--- config.mk ---
export PLATFORM = sky130hd
export DESIGN_NAME = fetch_queue_flat
export DESIGN_NICKNAME = d
export VERILOG_FILES = /design/src/rtl/fetch_pkg.sv /design/src/rtl/fetch_queue_if.sv /design/src/rtl/fetch_queue_sync_fifo.sv /design/src/rtl/fetch_queue.sv /design/src/flat_wrapper.sv
export SDC_FILE = /design/constraint.sdc
export NUM_CORES = 1
export LEC_CHECK = 0
export BUFFER_PORTS_ARGS = -buffer_cell sky130_fd_sc_hd__buf_2
export CAP_MARGIN = 20
export CORE_ASPECT_RATIO = 0.5
export CORE_MARGIN = 2
export CORE_UTILIZATION = 27
export DETAILED_ROUTE_END_ITERATION = 8
export GPL_TIMING_DRIVEN = 0
export PLACE_DENSITY_LB_ADDON = 0.15
export RECOVER_POWER = 100
export SETUP_SLACK_MARGIN = 0.2
export SLEW_MARGIN = 10
export SYNTH_ARGS = -nofsm -noshare
export SYNTH_HDL_FRONTEND = slang
export SYNTH_SLANG_ARGS = --single-unit
export TNS_END_PERCENT = 5
--- constraint.sdc ---
create_clock -name clk -period 7.4 [get_ports clk]
set_input_delay 0.74 -clock clk [delete_from_list [all_inputs] [get_ports clk]]
set_output_delay 0.74 -clock clk [all_outputs]
set_load 0.01 [all_outputs]
--- src/rtl/fetch_pkg.sv ---
// fetch_pkg: shared constants and helpers for the instruction-fetch front end.
//   XLEN_DEF  - default address/instruction width
//   DEPTH_DEF - default queue depth
//   ILEN      - PC increment in bytes
//   NOP       - canonical no-op encoding (addi x0,x0,0)
//   cnt_w()   - width of an occupancy counter that can hold 0..depth
package fetch_pkg;
  localparam int XLEN_DEF  = 32;
  localparam int DEPTH_DEF = 4;
  localparam int ILEN      = 4;
  localparam logic [31:0] NOP = 32'h0000_0013;

  function automatic int cnt_w(input int depth);
    return $clog2(depth + 1);
  endfunction

  localparam int CNT_W = cnt_w(DEPTH_DEF);
endpackage

--- src/rtl/fetch_queue_if.sv ---
// fetch_queue_if: fetch-side bus bundle.
//   en                          fetch enable
//   imem_req/imem_addr          request to instruction memory
//   imem_rdata                  read data, one cycle after the request
//   redirect_valid/redirect_pc  flush and restart fetch
//   out_valid/out_ready         decode handshake, out_instr/out_pc head entry
//   count                       queue occupancy
// master: the fetch unit; slave: memory/decode/control side.
interface fetch_queue_if #(
  parameter int XLEN  = 32,
  parameter int DEPTH = 4
);
  import fetch_pkg::*;
  localparam int CW = cnt_w(DEPTH);

  logic            en;
  logic            imem_req;
  logic [XLEN-1:0] imem_addr;
  logic [XLEN-1:0] imem_rdata;
  logic            redirect_valid;
  logic [XLEN-1:0] redirect_pc;
  logic            out_valid;
  logic            out_ready;
  logic [XLEN-1:0] out_instr;
  logic [XLEN-1:0] out_pc;
  logic [CW-1:0]   count;

  modport master (
    input  en, imem_rdata, redirect_valid, redirect_pc, out_ready,
    output imem_req, imem_addr, out_valid, out_instr, out_pc, count
  );
  modport slave (
    output en, imem_rdata, redirect_valid, redirect_pc, out_ready,
    input  imem_req, imem_addr, out_valid, out_instr, out_pc, count
  );
endinterface

--- src/rtl/fetch_queue_sync_fifo.sv ---
// sync_fifo: DEPTH-entry synchronous FIFO (DEPTH a power of two).
//   clk, rst (sync, active-low), clr (sync flush)
//   push/wdata - write at tail; pop - advance head (caller keeps it legal)
//   rdata      - head entry (undefined when empty)
//   count      - occupied entries
module sync_fifo import fetch_pkg::*; #(
  parameter int WIDTH = 64,
  parameter int DEPTH = 4
) (
  input  logic                      clk,
  input  logic                      rst,
  input  logic                      clr,
  input  logic                      push,
  input  logic [WIDTH-1:0]          wdata,
  input  logic                      pop,
  output logic [WIDTH-1:0]          rdata,
  output logic [cnt_w(DEPTH)-1:0]   count
);
  localparam int AW = $clog2(DEPTH);
  localparam int CW = cnt_w(DEPTH);
  localparam logic [CW-1:0] FULL = CW'(DEPTH);

  logic [DEPTH-1:0][WIDTH-1:0] mem;
  logic [AW-1:0]               wptr, rptr;

  // Storage needs no reset: pointers/count define what is valid.
  always_ff @(posedge clk)
    if (push) mem[wptr] <= wdata;

  // Pointers wrap naturally at the power-of-two depth.
  always_ff @(posedge clk) begin
    if (!rst || clr) begin
      wptr  <= '0;
      rptr  <= '0;
      count <= '0;
    end else begin
      if (push) wptr <= wptr + 1'b1;
      if (pop)  rptr <= rptr + 1'b1;
      if (push && !pop)      count <= count + 1'b1;
      else if (pop && !push) count <= count - 1'b1;
    end
  end

  assign rdata = mem[rptr];

  // The fetch credit scheme must never let a push land on a full queue.
  always_ff @(posedge clk)
    if (rst && !clr && push && !pop)
      assert (count != FULL) else $error("sync_fifo overflow");
endmodule

--- src/rtl/fetch_queue.sv ---
// fetch_queue: sequential-PC instruction fetch with a DEPTH-entry output queue.
//   clk, rst   - clock, synchronous active-low reset
//   bus        - fetch_queue_if.master (imem request/response, redirect,
//                decode handshake, occupancy)
// Optional macro FETCH_QUEUE_BYPASS_EN: a response arriving while the queue is
// empty is presented to decode combinationally in the same cycle.
module fetch_queue import fetch_pkg::*; #(
  parameter int              XLEN     = XLEN_DEF,
  parameter int              DEPTH    = DEPTH_DEF,
  parameter logic [XLEN-1:0] PC_RESET = '0
) (
  input  logic          clk,
  input  logic          rst,
  fetch_queue_if.master bus
);
  localparam int CW = cnt_w(DEPTH);
  localparam logic [CW:0] DEPTH_W = (CW+1)'(DEPTH);

  logic [XLEN-1:0]   fetch_pc, req_pc;
  logic              inflight;
  logic              resp_vld, push, pop, has_head;
  logic [2*XLEN-1:0] head;
  logic [XLEN-1:0]   head_pc, head_instr, sel_pc, sel_instr;
  logic [CW-1:0]     cnt;
  logic [CW:0]       credit;

  // Occupancy plus the outstanding response; this cycle's pop is not credited.
  assign credit       = {1'b0, cnt} + {{CW{1'b0}}, inflight};
  assign bus.imem_req = rst && bus.en && !bus.redirect_valid && (credit < DEPTH_W);
  assign bus.imem_addr = fetch_pc;
  assign bus.count    = cnt;

  // A redirect in the response cycle drops that response with the flush.
  assign resp_vld = inflight && !bus.redirect_valid;
  assign has_head = (cnt != '0);
  assign {head_pc, head_instr} = head;

`ifdef FETCH_QUEUE_BYPASS_EN
  logic byp;
  assign byp           = resp_vld && !has_head;
  assign push          = resp_vld && !(byp && bus.out_ready);
  assign bus.out_valid = rst && (has_head || byp);
  assign sel_pc        = byp ? req_pc         : head_pc;
  assign sel_instr     = byp ? bus.imem_rdata : head_instr;
`else
  assign push          = resp_vld;
  assign bus.out_valid = rst && has_head;
  assign sel_pc        = head_pc;
  assign sel_instr     = head_instr;
`endif

  // Only queued entries are popped; a bypassed word never enters the FIFO.
  assign pop           = rst && has_head && bus.out_ready;
  assign bus.out_pc    = bus.out_valid ? sel_pc    : '0;
  assign bus.out_instr = bus.out_valid ? sel_instr : '0;

  always_ff @(posedge clk) begin
    if (!rst) begin
      fetch_pc <= PC_RESET;
      req_pc   <= '0;
      inflight <= 1'b0;
    end else if (bus.redirect_valid) begin
      fetch_pc <= {bus.redirect_pc[XLEN-1:2], 2'b00};
      inflight <= 1'b0;
    end else begin
      inflight <= bus.imem_req;
      if (bus.imem_req) begin
        fetch_pc <= fetch_pc + XLEN'(ILEN);
        req_pc   <= fetch_pc;
      end
    end
  end

  sync_fifo #(.WIDTH(2*XLEN), .DEPTH(DEPTH)) u_fifo (
    .clk   (clk),
    .rst   (rst),
    .clr   (bus.redirect_valid),
    .push  (push),
    .wdata ({req_pc, bus.imem_rdata}),
    .pop   (pop),
    .rdata (head),
    .count (cnt)
  );
endmodule

--- src/flat_wrapper.sv ---
// flat-port wrapper written by rule: the top's interface ports become plain ports
module fetch_queue_flat import fetch_pkg::*;
#(
  parameter int              XLEN     = XLEN_DEF,
  parameter int              DEPTH    = DEPTH_DEF,
  parameter logic [XLEN-1:0] PC_RESET = '0
)
  (clk, rst, bus_en, bus_imem_rdata, bus_redirect_valid, bus_redirect_pc, bus_out_ready, bus_imem_req, bus_imem_addr, bus_out_valid, bus_out_instr, bus_out_pc, bus_count);
  fetch_queue_if #(.XLEN(XLEN), .DEPTH(DEPTH)) bus_i ();
  input  logic clk;
  input  logic rst;
  input wire logic [$bits(bus_i.en)-1:0] bus_en;
  input wire logic [$bits(bus_i.imem_rdata)-1:0] bus_imem_rdata;
  input wire logic [$bits(bus_i.redirect_valid)-1:0] bus_redirect_valid;
  input wire logic [$bits(bus_i.redirect_pc)-1:0] bus_redirect_pc;
  input wire logic [$bits(bus_i.out_ready)-1:0] bus_out_ready;
  output wire logic [$bits(bus_i.imem_req)-1:0] bus_imem_req;
  output wire logic [$bits(bus_i.imem_addr)-1:0] bus_imem_addr;
  output wire logic [$bits(bus_i.out_valid)-1:0] bus_out_valid;
  output wire logic [$bits(bus_i.out_instr)-1:0] bus_out_instr;
  output wire logic [$bits(bus_i.out_pc)-1:0] bus_out_pc;
  output wire logic [$bits(bus_i.count)-1:0] bus_count;
  assign bus_i.en = bus_en;
  assign bus_i.imem_rdata = bus_imem_rdata;
  assign bus_i.redirect_valid = bus_redirect_valid;
  assign bus_i.redirect_pc = bus_redirect_pc;
  assign bus_i.out_ready = bus_out_ready;
  assign bus_imem_req = bus_i.imem_req;
  assign bus_imem_addr = bus_i.imem_addr;
  assign bus_out_valid = bus_i.out_valid;
  assign bus_out_instr = bus_i.out_instr;
  assign bus_out_pc = bus_i.out_pc;
  assign bus_count = bus_i.count;
  fetch_queue #(.XLEN(XLEN), .DEPTH(DEPTH), .PC_RESET(PC_RESET)) u_core (.clk(clk), .rst(rst), .bus(bus_i));
endmodule
==> results.json, run 1 <==
{
  "cpPeakStageDelay_ps": 2490,
  "clkSinkCount": 316,
  "rsz0062_at_grt": "no",
  "violations": "capacitance limit, slew limit",
  "cts_tree": "yes",
  "final.setup.tns_ps": 0,
  "ant_nets": 0,
  "vias_per_cell": 4.530,
  "root_buffer": "clkbuf_16",
  "tightest_slew_ps": 3390,
  "grt_pass1_vias": 7959,
  "nets": 1081,
  "whs_path_depth": 2,
  "synthMuxAreaShare": 0.1178,
  "place_hpwl_mm": 22.10,
  "clock_power_share": 0.448,
  "cp.required_ps": 7660,
  "power_switching_w": 0.0007923,
  "hold_viol": 0,
  "rr_startpoint": "u_core.inflight",
  "period_minus_slack_ps": 4288,
  "setup_violations": 0,
  "ys.flop_type": "edfxtp_1",
  "wl_per_cell_um": 20.16,
  "drc": 0,
  "synthXorXnorAreaFrac": 0.004869,
  "die-area_sq_mm": 0.04848,
  "slowest_stage": "and2_0",
  "synth-simple-area-share": 0.1040,
  "grt_pass1_wl_mm": 50.14,
  "start_kind": "input pin",
  "cts_resized": 0,
  "grt_max_degree": 47,
  "fin_cells": 1658,
  "synthToLayoutAreaGrowth_pct": 21.08,
  "drv_cap": 5,
  "drv_slew": 114,
  "rr_endpoint": "u_core.u_fifo.mem[94]",
  "cts.reportedPaths.clkPinSlew_ps": 60,
  "clk_latency_ps": 570,
  "ctsHoldBuffers": 0,
  "port_buffers": 162,
  "reg2reg_depth": 3,
  "cts_made_buffers": 31,
  "p_leak_nw": 4.902,
  "firstDrtPassIters": 5,
  "critPathKind": "input pin to flop",
  "netlist-cell-type-count": 55,
  "yosysMostFrequentCell": "edfxtp_1",
  "netlist_area_sq_mm": 0.01259,
  "finalCritPeriodShare": 0.5794,
  "synth_compound_area_frac": 0.04531,
  "worstPathArrival_ps": 4550,
  "start_util": 0.2760,
  "synth_seq_cells": 316,
  "cp_common_cell": "clkbuf_1",
  "pin_count": 170,
  "cts_setup_buffers": 0,
  "yosys.area_share.adder": 0.007552,
  "max_freq_mhz": 233.2,
  "cts_buffer_depth": 3,
  "antenna_found_initial": 0,
  "status": "finished with violations",
  "power.share.sequential": 0.517,
  "comb_power_share": 0.035,
  "synth_top_area_cell": "edfxtp_1",
  "final-seq-area_sq_mm": 0.008808,
  "async_flop_share": 0,
  "dieWidth_um": 309.4,
  "rows": 55,
  "nFillCells": 4499,
  "grtUsageTotal": 0.1389,
  "wl_mm": 33.42,
  "core_area_sq_mm": 0.04563,
  "r2r_setup_slack_ps": 3570,
  "drt_iter0_markers": 416,
  "crit_path_end_kind": "flop",
  "avgSynthCellArea_sq_um": 15.68,
  "vias": 7511,
  "overflow": 0,
  "yosys.area.top_type_share": 0.5915,
  "dieHeight_um": 156.7,
  "slew_headroom": -1.262,
  "fin_skew_ps": 7.586,
  "crit_chain": "clkbuf_1 > clkbuf_1 > nor2b_1 > and2_0 > buf_12",
  "peakVddDrop_uv": 169.0,
  "worstHoldPathType": "input pin to flop",
  "power_density_mw_per_mm2": 247.7,
  "drive_gt1_frac": 0.2049,
  "dp_cells": 1599,
  "cp_max_fo": 38,
  "synth_cells": 803,
  "p_int_w": 0.002984,
  "ys_seq_area_frac": 0.6996,
  "synth_top_family_by_area": "multiplexers",
  "place_congestion": 0.8139,
  "multi_input_area_sq_mm": 0.003502,
  "hold_ws_ps": 401.3,
  "synth_edf_count": 248,
  "synth_area_leaders": "edfxtp_1 59%, mux4_2 11%, dfxtp_1 11%, and2_1 3.3%, nand2_1 2.7%",
  "fin_util": 0.3341,
  "hp-start": "bus_redirect_pc[29]",
  "p_sw_frac": 0.2098,
  "ys_warn_count": 0,
  "holdPathEnd": "u_core.bus.imem_addr[29]",
  "cts.htree.levels": 1,
  "synthTopCellsByCount": "248 x edfxtp_1, 91 x nand2_1, 68 x dfxtp_1"
}
[registers in the layout, summed over array words and instances (netlist names)]
signal,cells
u_core.bus.imem_addr,30
u_core.inflight,1
u_core.req_pc,30
u_core.u_fifo.count,3
u_core.u_fifo.mem,248
u_core.u_fifo.rptr,2
u_core.u_fifo.wptr,2
[layout by cell type (no fill, tap or decap), drive strengths merged, types with 4 or more instances in the layout]
cell / instances
inv: 14
ha: 6
nor4: 8
clkbuf: 153
mux4: 62
xor2: 5
a22oi: 5
and3: 7
edfxtp: 248
and2: 68
conb: 4
nor2: 25
clkinv: 16
a31oi: 7
nand4: 17
a21oi: 50
mux2: 5
buf: 90
bufinv: 7
or3: 5
o21ai: 8
nand2b: 4
o211ai: 5
nand3: 13
nand2: 93
dfxtp: 68
o311ai: 4
[worst max path at each step]
stage | start | end | slack, ps | depth (start not counted)
CTS | rst | bus_out_pc[18] | 3460 | 7
detailed placement | rst | bus_out_pc[18] | 3460 | 7
global route | bus_redirect_valid | u_core.u_fifo.mem[84] | 2700 | 5
finish | bus_redirect_valid | u_core.u_fifo.mem[94] | 3110 | 5
global placement | bus_redirect_valid | u_core.u_fifo.mem[158] | 2090 | 4
floorplan | bus_redirect_valid | u_core.u_fifo.mem[0] | 4190 | 4
[through the flow]
step	area (sq um)	total power, W	setup WS, ps
floorplan	12600	0.002048	4188
global placement	14200	0.002127	2086
detailed placement	14300	0.002130	3462
CTS	15400	0.003839	3457
global route	15240	0.003916	2697
finish	15240	0.003776	3112
[cells by family after synthesis]
| logic type | Yosys count |
|---|---|
| buffers and inverters | 59 |
| AO/OA/AOI/OAI | 94 |
| other | 1 |
| multiplexers | 70 |
| AND/OR/NAND/NOR | 249 |
| adder cells (fa/ha/maj) | 7 |
| XOR/XNOR | 7 |
| flip-flops | 316 |
[worst max-delay path, delay by kind of cell]
kind / cells / cell delay, ps
AND/OR/NAND/NOR: 2 / 2830
buffers and inverters: 3 / 910
[power by group through the flow]
stage,Sequential (W),Combinational [W],Clock [W]
global route,0.00195,0.000147,0.00182
global placement,0.00199,0.000139,0
detailed placement,0.00199,0.000142,0
finish,0.00195,0.000132,0.00169
CTS,0.00195,0.000142,0.00175
floorplan,0.00199,0.0000630,0
[layer usage]
metal  track usage  share of wire
met1        0.1626           0.40
met2        0.2581           0.53
met3       0.02654          0.036
met5             0              0
met4       0.04161          0.027
[cell type report]
| cell class | instances | share of cell area |
|---|---|---|
| buffer | 46 | 0.01346 |
| timing repair buffer | 166 | 0.05228 |
| inverter | 13 | 0.003201 |
| antenna | 1 | 0.0001641 |
| multi-input combinational | 431 | 0.2297 |
| clock inverter | 26 | 0.02076 |
| sequential | 316 | 0.5778 |
| tap | 627 | 0.05146 |
| clock buffer | 32 | 0.05113 |
Note: power is estimated with default switching activity, not from simulation.
==> run 2: changes to the inputs <==
--- a/config.mk
+++ b/config.mk
@@ -5,6 +5,7 @@
 export SDC_FILE = /design/constraint.sdc
 export NUM_CORES = 1
 export LEC_CHECK = 0
+export ABC_AREA = 1
 export BUFFER_PORTS_ARGS = -buffer_cell sky130_fd_sc_hd__buf_2
 export CAP_MARGIN = 20
 export CORE_ASPECT_RATIO = 0.5
==> constraint.sdc (replaced) <==
create_clock -name clk -period 4.2 [get_ports clk]
set_input_delay 0.42 -clock clk [delete_from_list [all_inputs] [get_ports clk]]
set_output_delay 0.42 -clock clk [all_outputs]
set_load 0.01 [all_outputs]
==> run 2 against run 1 <==
  * The run still ends with capacitance limit, slew limit left
  * Cell area grew 4.4%
  * Combinational power grew 100%
  * Register-to-register slack lost 2600 ps
  * Sequential share of layout area shrank 2.4 points
  * Global-route usage grew 1.5 points
  * Critical path depth grew 2
  * Largest cell class unchanged
==> results.json, run 2 <==
{
  "grt_pass1_wl_mm": 58.99,
  "vias": 9632,
  "cp_max_fo": 22,
  "cts.htree.levels": 2,
  "dieWidth_um": 316.0,
  "drt_iter0_markers": 582,
  "synth_seq_cells": 316,
  "place_congestion": 0.8477,
  "violations": "capacitance limit, slew limit",
  "hold_viol": 0,
  "synth_area_leaders": "edfxtp_1 57%, dfxtp_1 10%, nor2_1 9.2%, o21ai_0 6.2%, nand2_1 4.1%",
  "peakVddDrop_uv": 196.4,
  "clkSinkCount": 316,
  "crit_path_end_kind": "flop",
  "netlist_area_sq_mm": 0.01315,
  "cts.reportedPaths.clkPinSlew_ps": 60,
  "p_sw_frac": 0.2216,
  "power_density_mw_per_mm2": 428.2,
  "cts_made_buffers": 35,
  "ys_warn_count": 0,
  "status": "finished with violations",
  "nFillCells": 4913,
  "dieHeight_um": 160.0,
  "yosys.area_share.adder": 0.007234,
  "grt_pass1_vias": 9782,
  "place_hpwl_mm": 26.54,
  "start_util": 0.2723,
  "grt_max_degree": 23,
  "ys.flop_type": "edfxtp_1",
  "final_cell_mix": "324 x nor2_1, 248 x edfxtp_1, 179 x clkbuf_1",
  "worstPathArrival_ps": 3640,
  "yosys.area.top_type_share": 0.5665,
  "vias_per_cell": 4.449,
  "clock_power_share": 0.453,
  "clk_latency_ps": 530,
  "rows": 57,
  "tightest_slew_ps": 2360,
  "synthToLayoutAreaGrowth_pct": 21.10,
  "finalCritPeriodShare": 0.8117,
  "slew_headroom": -0.5792,
  "setup_violations": 0,
  "setup_slack_ps": 790.7,
  "fin_skew_ps": 14.36,
  "regMostFlops": "u_core.u_fifo.mem",
  "cts_setup_buffers": 0,
  "core_area_sq_mm": 0.04828,
  "start_kind": "input pin",
  "ys_seq_area_frac": 0.6701,
  "power.share.sequential": 0.508,
  "drv_cap": 3,
  "overflow": 0,
  "critPathKind": "input pin to flop",
  "root_buffer": "clkbuf_16",
  "comb_power_share": 0.040,
  "firstDrtPassIters": 7,
  "drive_gt1_frac": 0.08911,
  "synth_top_family_by_area": "simple AND/OR/NAND/NOR gates",
  "synth_cells": 1278,
  "die-area_sq_mm": 0.05057,
  "synth_edf_count": 248,
  "p_leak_nw": 5.561,
  "drv_slew": 57,
  "hold_ws_ps": 146.9,
  "yosysMostFrequentCell": "nor2_1",
  "wl_mm": 39.19,
  "synthTopCellsByCount": "323 x nor2_1, 248 x edfxtp_1, 162 x o21ai_0",
  "nets": 1565,
  "wl_per_cell_um": 18.10,
  "netlist-cell-type-count": 34,
  "antenna_found_initial": 1,
  "cts_buffer_depth": 3,
  "final.setup.tns_ps": 0,
  "cts_resized": 0,
  "fin_util": 0.3297,
  "ctsHoldBuffers": 0,
  "cts_tree": "yes",
  "synth_compound_area_frac": 0.1051,
  "max_freq_mhz": 293.3,
  "worstHoldPathType": "input pin to flop",
  "avgSynthCellArea_sq_um": 10.29,
  "p_int_w": 0.005306,
  "synth-simple-area-share": 0.1685,
  "place_ws_ps": 1204,
  "async_flop_share": 0,
  "synthXorXnorAreaFrac": 0.002665,
  "synth_top_area_cell": "edfxtp_1",
  "grtUsageTotal": 0.1540,
  "ant_nets": 0,
  "final_common_cell": "nor2_1",
  "period_minus_slack_ps": 3409,
  "synthMuxAreaShare": 0,
  "rsz0062_at_grt": "no",
  "pin_count": 170,
  "power_switching_w": 0.001511,
  "drc": 0,
  "cp.required_ps": 4430,
  "port_buffers": 161,
  "largest_reg_flops": 248
}
## run 2: per-layer routing
metal,GRT usage,wire length [um],share of wire,vias to the layer above
li1,-,-,-,4797
met1,0.1944,17500,0.45,4617
met2,0.2699,19450,0.50,158
met3,0.02545,1393,0.036,60
met4,0.04610,846,0.022,0
met5,0,0,0,-
## run 2: worst paths after layout
path | startpoint | endpoint | slack, ps | cells past startpoint
setup / recovery | bus_redirect_valid | u_core.u_fifo.mem[141] | 790 | 7
hold / removal | bus_imem_rdata[14] | u_core.u_fifo.mem[142] | 150 | 1
setup reg to reg | u_core.inflight | u_core.u_fifo.mem[141] | 970 | 6
hold reg to reg | u_core.u_fifo.count[2] | u_core.u_fifo.count[2] | 500 | 2
## run 2: area by class of cell
cell class / count / area [sq um] / area share
repair buffers: 171 / 864.6 / 0.05431
clock buffers: 42 / 953.4 / 0.05989
clock inverters: 21 / 192.7 / 0.01210
multi-input cells: 826 / 3729 / 0.2342
well taps: 649 / 812.0 / 0.05101
inverters: 67 / 255.2 / 0.01603
plain buffers: 72 / 301.5 / 0.01894
diodes: 1 / 2.502 / 0.0001572
flip-flops and latches: 316 / 8808 / 0.5533
## run 2: critical path: stages
cell and delay [ps]:
clkbuf_1 190, clkbuf_1 380, nor2_1 280, inv_1 120
nor2_1 1720, buf_12 280, buf_12 210
## run 2: kinds of logic after synthesis
family | Yosys count
simple gates | 542
buf+inv | 139
flops | 316
fa+ha+maj | 7
compound gates | 269
other cells | 1
xor+xnor | 4
## run 2: through the flow
| step | cells | cell area (sq um) | total power, W |
|---|---|---|---|
| detailed placement | 2101 | 15030 | 0.003819 |
| floorplan | 1281 | 13160 | 0.003663 |
| CTS | 2164 | 16180 | 0.006915 |
| global route | 2165 | 15920 | 0.007052 |
| global placement | 2091 | 14770 | 0.003812 |
| finish | 2165 | 15920 | 0.006816 |
## run 2: power by group through the flow
stage	combinational, W	sequential (W)	clock [W]
6_report	0.000270	0.00346	0.00309
5_1_grt	0.000305	0.00347	0.00328
4_1_cts	0.000293	0.00346	0.00316
3_5_place_dp	0.000291	0.00353	0
3_3_place_gp	0.000284	0.00353	0
2_1_floorplan	0.000145	0.00352	0
==> run 3: changes to the inputs <==
--- a/config.mk
+++ b/config.mk
@@ -5,7 +5,7 @@
 export SDC_FILE = /design/constraint.sdc
 export NUM_CORES = 1
 export LEC_CHECK = 0
-export ABC_AREA = 1
+export ABC_AREA = 0
 export BUFFER_PORTS_ARGS = -buffer_cell sky130_fd_sc_hd__buf_2
 export CAP_MARGIN = 20
 export CORE_ASPECT_RATIO = 0.5
==> constraint.sdc (replaced) <==
create_clock -name clk -period 2.9 [get_ports clk]
set_input_delay 0.29 -clock clk [delete_from_list [all_inputs] [get_ports clk]]
set_output_delay 0.29 -clock clk [all_outputs]
set_load 0.01 [all_outputs]
==> run 3 against run 2 <==
  * The flow now finishes without violations
  * Count of clock-buffer cells in the layout increased by 2
  * Die area shrank 4.1%
  * Power up 40%
  * Sequential cell count unchanged
  * Sequential power grew 44%
  * Core utilization rose by 1.2 points
  * Via count decreased by 20%
  * Clock power grew 35%
  * Non-clock buffer count rose by 6
  * Critical endpoint is now bus_out_pc[17]
==> results.json, run 3 (synthesis results as in run 1) <==
{
  "drv_cap": 0,
  "final-seq-area_sq_mm": 0.008808,
  "whs_path_depth": 3,
  "wl_mm": 33.56,
  "crit_path_end_kind": "output pin",
  "setup_violations": 0,
  "largest_reg_flops": 248,
  "cp_max_fo": 10,
  "hold_ws_ps": 29.95,
  "worstPathArrival_ps": 2390,
  "grtUsageTotal": 0.1382,
  "hold_viol": 0,
  "regMostFlops": "u_core.u_fifo.mem",
  "drc": 0,
  "drt_iter0_markers": 492,
  "start_util": 0.2760,
  "die-area_sq_mm": 0.04848,
  "core_area_sq_mm": 0.04563,
  "finalCritPeriodShare": 0.9233,
  "synthToLayoutAreaGrowth_pct": 23.92,
  "cp.required_ps": 2610,
  "place_ws_ps": -385.8,
  "drive_gt1_frac": 0.2150,
  "critPathKind": "flop to output pin",
  "root_buffer": "clkbuf_16",
  "grt_pass1_wl_mm": 49.85,
  "tightest_slew_ps": 1341,
  "overflow": 0,
  "finish.instance_area_sq_mm": 0.01560,
  "vias_per_cell": 4.533,
  "vias": 7692,
  "diodes": 0,
  "cts_buffer_depth": 3,
  "clkSinkCount": 316,
  "start_kind": "flop",
  "dieHeight_um": 156.7,
  "slew_headroom": 0.1061,
  "postPlaceCellArea_sq_mm": 0.01429,
  "dieWidth_um": 309.4,
  "rows": 55,
  "cts_tree": "yes",
  "cts_setup_buffers": 0,
  "antenna_found_initial": 0,
  "drv_slew": 0,
  "ant_nets": 0,
  "wl_per_cell_um": 19.78,
  "grt_max_degree": 41,
  "multi_input_area_sq_mm": 0.003507,
  "period_minus_slack_ps": 2678,
  "cts.htree.levels": 2,
  "nFillCells": 4478,
  "clk_latency_ps": 510,
  "setup_slack_ps": 222.4,
  "status": "completed",
  "port_buffers": 162,
  "place_congestion": 0.8367,
  "max_freq_mhz": 373.5,
  "final_cell_mix": "248 x edfxtp_1, 114 x clkbuf_1, 91 x nand2_1",
  "fin_skew_ps": 10.82,
  "p_leak_nw": 5.078,
  "cts.reportedPaths.clkPinSlew_ps": 60,
  "nets": 1121,
  "firstDrtPassIters": 5,
  "rsz0062_at_grt": "yes",
  "final_common_cell": "edfxtp_1",
  "reg2reg_depth": 5,
  "power_density_mw_per_mm2": 610.7,
  "place_hpwl_mm": 21.98,
  "cts_made_buffers": 34,
  "worstHoldPathType": "input pin to flop",
  "grt_pass1_vias": 8068,
  "pin_count": 170,
  "peakVddDrop_uv": 275.4
}
run 3: cell types whose count changed in the layout (fill, tap and decap cells not counted), sizes merged, moves of 52 or more:
cell / change
nor2: -309
o21ai: -156
and2: +68
mux4: +62
inv: -58
clkbuf: -55
nand2: -52
run 3: layout make-up:
type / instances / share of cell area
Inverter: 13 / 0.003208
Multi-Input combinational cell: 431 / 0.2248
Clock inverter: 17 / 0.009062
Sequential cell: 316 / 0.5646
Timing Repair Buffer: 203 / 0.07370
Clock buffer: 44 / 0.05894
Tap cell: 627 / 0.05028
Buffer: 46 / 0.01548
run 3: power breakdown:
part / switching, W / internal, W
Clock: 0.00175 / 0.00242
Sequential: 0.0000681 / 0.00491
Combinational: 0.000225 / 0.000156
Total: 0.00204 / 0.00749
run 3: timing repair:
action	CTS	global route
hold buffers	36	0
hold endpoints to repair	132	0
gates resized for setup	21	2
pin swaps	0	0
endpoints found under the setup margin	65	31
run 3: worst paths after layout:
| path | slack (ps) | start | endpoint |
|---|---|---|---|
| max | 220 | u_core.u_fifo.count[0] | bus_out_pc[17] |
| min | 30 | bus_redirect_pc[13] | u_core.bus.imem_addr[13] |
| max reg2reg | 340 | u_core.bus.imem_addr[8] | u_core.bus.imem_addr[21] |
| min reg2reg | 500 | u_core.req_pc[21] | u_core.req_pc[21] |
run 3: layer usage:
metal,global-route usage,wire (um)
met1,0.1663,14090
met3,0.02844,1314
met4,0.04138,791
met2,0.2493,17360
met5,0,0
run 3: stage by stage:
stage	util	power (W)	std cells	TNS (ps)
final	0.3420	0.009529	1697	0
after detailed placement	0.3132	0.005435	1599	-3792
after floorplan	-	0.005225	806	0
after global placement	0.3112	0.005425	1595	-314760
after global routing	0.3420	0.009867	1697	0
after CTS	0.3451	0.009680	1696	0
run 3: critical path, stage by stage, from the launching register on:
cell	delay, ps
dfxtp_1	440
nor3_1	90
nor2_1	230
clkbuf_4	350
clkbuf_2	370
and2_0	240
buf_2	150
